$ cat config.mk
export PLATFORM = sky130hd
export DESIGN_NAME = nrzi_decoder
export DESIGN_NICKNAME = d
export VERILOG_FILES = /design/src/rtl/nrzi_pkg.sv /design/src/rtl/nrzi_bit_decode.sv /design/src/rtl/nrzi_decoder.sv
export SDC_FILE = /design/constraint.sdc
export NUM_CORES = 1
export LEC_CHECK = 0
export BUFFER_PORTS_ARGS = -buffer_cell sky130_fd_sc_hd__buf_2
export CAP_MARGIN = 20
export CORE_ASPECT_RATIO = 0.9
export CORE_UTILIZATION = 60
export CTS_BUF_LIST = sky130_fd_sc_hd__clkbuf_16
export CTS_CLUSTER_SIZE = 12
export DETAILED_ROUTE_END_ITERATION = 8
export GPL_ROUTABILITY_DRIVEN = 1
export HOLD_SLACK_MARGIN = 0.02
export PLACE_DENSITY_LB_ADDON = 0.25
export RECOVER_POWER = 100
export REMOVE_ABC_BUFFERS = 1
export SETUP_SLACK_MARGIN = 0.3
export SYNTH_ARGS = -nofsm -noshare
export SYNTH_HDL_FRONTEND = slang
export SYNTH_SLANG_ARGS = --single-unit
$ cat constraint.sdc
create_clock -name clk -period 2.3 [get_ports clk]
set_input_delay 0.23 -clock clk [delete_from_list [all_inputs] [get_ports clk]]
set_output_delay 0.23 -clock clk [all_outputs]
set_load 0.01 [all_outputs]
$ cat src/rtl/nrzi_pkg.sv
`default_nettype none
// +----------------------------------------------------------------------+
// | nrzi_pkg : shared constants and FSM encoding for the NRZI decoder     |
// | Revision : 1.0                                                        |
// +----------------------------------------------------------------------+
package nrzi_pkg;

  localparam int   STUFF_LEN_DEFAULT = 6;
  localparam logic IDLE_LEVEL        = 1'b1;

  typedef enum logic [0:0] {
    ST_DATA  = 1'b0,
    ST_STUFF = 1'b1
  } state_t;

endpackage
`default_nettype wire

$ cat src/rtl/nrzi_bit_decode.sv
`default_nettype none
// +----------------------------------------------------------------------+
// | nrzi_bit_decode : line-level tracker, emits one decoded bit per valid |
// | Revision        : 1.0                                                 |
// +----------------------------------------------------------------------+
module nrzi_bit_decode
  import nrzi_pkg::*;
(
  input  logic clk,
  input  logic rst_n,
  input  logic in_valid,
  input  logic in_line,
  input  logic sync_clr,
  output logic dec_bit,
  output logic bit_valid
);

  logic r_prev_level;

  // No transition on the line means a 1.
  assign dec_bit   = (in_line == r_prev_level);
  assign bit_valid = in_valid & ~sync_clr;

  always_ff @(posedge clk or negedge rst_n) begin
    if (!rst_n) begin
      r_prev_level <= IDLE_LEVEL;
    end else if (sync_clr) begin
      r_prev_level <= IDLE_LEVEL;
    end else if (in_valid) begin
      r_prev_level <= in_line;
    end
  end

endmodule
`default_nettype wire

$ cat src/rtl/nrzi_decoder.sv
`default_nettype none
// +----------------------------------------------------------------------+
// | nrzi_decoder : NRZI decode, bit-unstuffing and byte assembly          |
// | Revision     : 1.0                                                    |
// +----------------------------------------------------------------------+
module nrzi_decoder
  import nrzi_pkg::*;
#(
  parameter int STUFF_LEN = STUFF_LEN_DEFAULT
) (
  input  logic       clk,
  input  logic       rst_n,
  input  logic       in_valid,
  input  logic       in_line,
  input  logic       sync_clr,
  output logic [7:0] out_data,
  output logic       out_valid,
  input  logic       out_ready,
  output logic       stuff_err,
  output logic       overrun
);

  localparam int CNT_W = $clog2(STUFF_LEN + 1);

  logic             w_dec_bit;
  logic             w_bit_valid;
  state_t           r_state, w_state_nxt;
  logic [CNT_W-1:0] r_ones_cnt, w_ones_nxt, w_ones_inc;
  logic [2:0]       r_bit_cnt, w_bit_cnt_nxt;
  logic [7:0]       r_byte, w_byte_nxt;
  logic             w_complete;
  logic             w_stuff_viol;

  nrzi_bit_decode u_bit_decode (
    .clk       (clk),
    .rst_n     (rst_n),
    .in_valid  (in_valid),
    .in_line   (in_line),
    .sync_clr  (sync_clr),
    .dec_bit   (w_dec_bit),
    .bit_valid (w_bit_valid)
  );

  assign w_ones_inc = r_ones_cnt + CNT_W'(1);

  always_ff @(posedge clk or negedge rst_n) begin
    if (!rst_n) begin
      r_state    <= ST_DATA;
      r_ones_cnt <= '0;
      r_bit_cnt  <= '0;
      r_byte     <= '0;
    end else begin
      r_state    <= w_state_nxt;
      r_ones_cnt <= w_ones_nxt;
      r_bit_cnt  <= w_bit_cnt_nxt;
      r_byte     <= w_byte_nxt;
    end
  end

  always_comb begin
    w_state_nxt   = r_state;
    w_ones_nxt    = r_ones_cnt;
    w_bit_cnt_nxt = r_bit_cnt;
    w_byte_nxt    = r_byte;
    w_complete    = 1'b0;
    w_stuff_viol  = 1'b0;
    if (sync_clr) begin
      w_state_nxt   = ST_DATA;
      w_ones_nxt    = '0;
      w_bit_cnt_nxt = '0;
    end else if (w_bit_valid) begin
      case (r_state)
        ST_DATA: begin
          w_byte_nxt[r_bit_cnt] = w_dec_bit;
          w_bit_cnt_nxt         = r_bit_cnt + 3'd1;
          w_complete            = (r_bit_cnt == 3'd7);
          if (w_dec_bit) begin
            w_ones_nxt = w_ones_inc;
            // The run-completing 1 is still data; only the next bit is stuffing.
            if (w_ones_inc == CNT_W'(STUFF_LEN)) begin
              w_state_nxt = ST_STUFF;
            end
          end else begin
            w_ones_nxt = '0;
          end
        end
        ST_STUFF: begin
          w_ones_nxt  = '0;
          w_state_nxt = ST_DATA;
          if (w_dec_bit) begin
            w_stuff_viol  = 1'b1;
            w_bit_cnt_nxt = '0;
            w_byte_nxt    = '0;
          end
        end
        default: w_state_nxt = ST_DATA;
      endcase
    end
  end

  // Single-entry output register; a byte finishing while it is full is lost.
  always_ff @(posedge clk or negedge rst_n) begin
    if (!rst_n) begin
      out_data  <= 8'h00;
      out_valid <= 1'b0;
      stuff_err <= 1'b0;
      overrun   <= 1'b0;
    end else begin
      stuff_err <= w_stuff_viol;
      overrun   <= 1'b0;
      if (w_complete) begin
        if (!out_valid || out_ready) begin
          out_data  <= w_byte_nxt;
          out_valid <= 1'b1;
        end else begin
          overrun <= 1'b1;
        end
      end else if (out_valid && out_ready) begin
        out_valid <= 1'b0;
      end
    end
  end

endmodule
`default_nettype wire

==> flow_metrics.py <==
metrics = {
    "run_status": {
        "status": "finished clean",
    },
    "yosys": {
        "yosys.area.top_type": "dfrtp_1",
        "ys_seq_area_share_pct": 44.2,
        "synthTopCellsByArea": "dfrtp_1 42%, a221o_1 3.9%, mux2_2 3.7%",
        "ys_ff_latch": 27,
        "synth_area_um2": 1530,
        "ys_warn_count": 0,
        "synth.most_common_cell": "dfrtp_1",
        "ys.flop_type": "dfrtp_1",
        "synth_commonest_cells": "26 x dfrtp_1, 10 x inv_1, 8 x buf_2",
        "synth_cell_type_count": 49,
        "synthCells": 141,
        "synthArstFlopShare_pct": 100,
        "syn_avg_cell_area_um2": 10.9,
        "synth_edf_count": 0,
        "yosys.area.top_type_share_pct": 42.4,
    },
    "clock_network": {
        "cts_tree": "done",
        "clock_latency_ns": 0.26,
        "clk_pin_slew_worst_paths_ns": 0.06,
        "h-tree-depth": 1,
        "clk_path_buf_depth": 2,
        "clkSinkCount": 27,
        "cts_made_buffers": 3,
        "root_buffer": "clkbuf_16",
    },
    "worst_hold_path": {
        "hold_depth": 2,
        "hold_end": "u_bit_decode.r_prev_level",
        "min_path_type": "primary input to flip-flop",
        "hp-start": "in_line",
    },
    "timing": {
        "setup_slack_ns": 0.389,
        "rsz0062_at_grt": "false",
        "clock_skew_ns": 0.00383,
        "setup_viol": 0,
        "period_share_pct": 83.1,
        "drv_slew": 0,
        "tns_ns": 0,
        "period_minus_slack_ns": 1.91,
        "slew-limit-headroom_pct": 6.57,
        "hold_viol": 0,
        "worstMarginPinSlew_ns": 1.40,
        "fmax_ghz": 0.523,
    },
    "setup_path": {
        "worst-r2r-cell-count": 3,
        "worst_setup_path_end_kind": "flip-flop",
        "max_stage_delay_ns": 0.63,
        "required_ns": 2.44,
        "crit_path_start_kind": "flip-flop",
        "reg2reg_from": "r_state",
        "crit_chain": "or4b_1, a32o_1, mux2_1",
        "crit_type": "flip-flop to flip-flop",
        "reg2reg_slack_ns": 0.39,
        "crit_arrival_ns": 2.05,
        "cp_slowest_cell": "or4b_1",
        "r2r_end": "out_data[1]",
        "cp_max_fo": 22,
    },
    "grt": {
        "grt_overflow": 0,
        "grt_first_pass_wirelength_mm": 5.73,
        "grt_pass1_vias": 1176,
        "grt_antenna_before_repair": 0,
        "grt_max_degree": 28,
        "grt_usage_pct": 26.8,
    },
    "die": {
        "die_area_um2": 2760,
        "io_pins": 17,
        "start_util_pct": 67.2,
        "die_width_um": 55.3,
        "fp.dieH_um": 50.0,
        "core_um2": 2280,
        "rows": 16,
    },
    "detailed_routing": {
        "dr.pass1.iters": 4,
        "drtIter0Drc": 61,
        "route.detailed.drc": 0,
        "wl_mm": 3.22,
        "ant_nets": 0,
        "vias_per_cell": 6.69,
        "vias": 1211,
        "post_drt_wl_per_cell_um": 17.8,
    },
    "place": {
        "place_ws_ns": 0.432,
        "place_inst": 176,
        "io_buffers": 16,
        "dp_hpwl_mm": 2.15,
        "gp_congestion": 0.824,
    },
    "cells_and_area": {
        "syn2layout_area_growth_pct": 9.55,
        "final_util_pct": 73.6,
        "instances_no_fill": 181,
        "drive_above_1_share_pct": 13.0,
        "nets": 165,
        "num_antenna_cells": 0,
    },
    "power_and_ir_drop": {
        "power_density_nw_per_um2": 614,
        "peakVddDrop_mv": 0.525,
        "total_power_mw": 1.03,
        "p_leak_nw": 0.719,
    },
    "flow_run": {
        "drv_cap": 0,
    },
}
## worst max-delay path by stage
stage	start	end	slack [ns]	cells past startpoint
final	r_state	out_data[1]	0.39	3
after global routing	rst_n	r_bit_cnt[2]	0.20	2
after CTS	r_bit_cnt[2]	out_data[3]	0.41	5
after detailed placement	r_bit_cnt[2]	out_data[3]	0.43	5
after global placement	r_state	out_data[1]	0.52	3
after floorplan	r_bit_cnt[0]	out_data[0]	0.22	5
## per-layer routing
layer	vias up	routed length [µm]	track usage, %
li1	565	-	-
met1	590	1410	36.5
met2	52	1600	45.0
met3	4	203	4.72
met4	0	15	5.42
met5	-	0	0
## through the flow
step                instance area [µm²]  hold WS [ns]
floorplan                          1470       -0.0656
global placement                   1610         0.253
detailed placement                 1610         0.271
CTS                                1700         0.258
global route                       1680         0.263
finish                             1680         0.239
## cells in the final DEF (no fill, tap or decap), types with 5 or more instances in the layout
master / netlist / routed
clkbuf_1: 2 / 13
nor2b_1: 5 / 5
nand2_1: 5 / 5
a221o_1: 6 / 6
inv_1: 10 / 10
dfrtp_1: 26 / 25
mux2_2: 5 / 5
o32ai_1: 5 / 5
## registers in the layout, indices dropped and copies added (netlist names)
name,count
out_data,8
r_byte,8
r_bit_cnt,3
r_ones_cnt,3
out_valid,1
overrun,1
r_state,1
stuff_err,1
u_bit_decode.r_prev_level,1
## final cells by class
cell class	instances	area [µm²]
clock buffers	3	75.1
inverters	11	41.3
well taps	27	33.8
clock inverters	1	5.00
flip-flops and latches	27	678
multi-input cells	91	741
fillers	179	603
repair buffers	21	105
## cell families after synthesis
logic type / after synthesis / synth area share (%)
DFF: 27 / 44.2
AOI/OAI and AO/OA: 36 / 19.8
xor gates and xnor gates: 3 / 2.20
muxes: 8 / 6.12
adders and majority gates: 4 / 3.27
buffers and inverters: 23 / 6.78
and+or+nand+nor: 40 / 17.6
## critical path: cells and delay by family, from the launching register on
kind               cells  cell delay [ns]
and+or+nand+nor        1             0.63
DFF                    1             0.62
muxes                  1             0.30
AOI/OAI and AO/OA      1             0.23
## repair_timing
item	4_1_cts	5_1_grt
resized for setup	0	3
setup buffers	0	0
endpoints found under the setup margin	0	14
hold buffers	1	0
hold endpoints to repair	26	0
## where the power goes
group | internal, mW | switching, mW | leakage [nW]
combinational | 0.0527 | 0.0831 | 0.346
sequential | 0.493 | 0.0148 | 0.333
clock | 0.234 | 0.153 | 0.0409
Power figures use the tool's default switching activity.
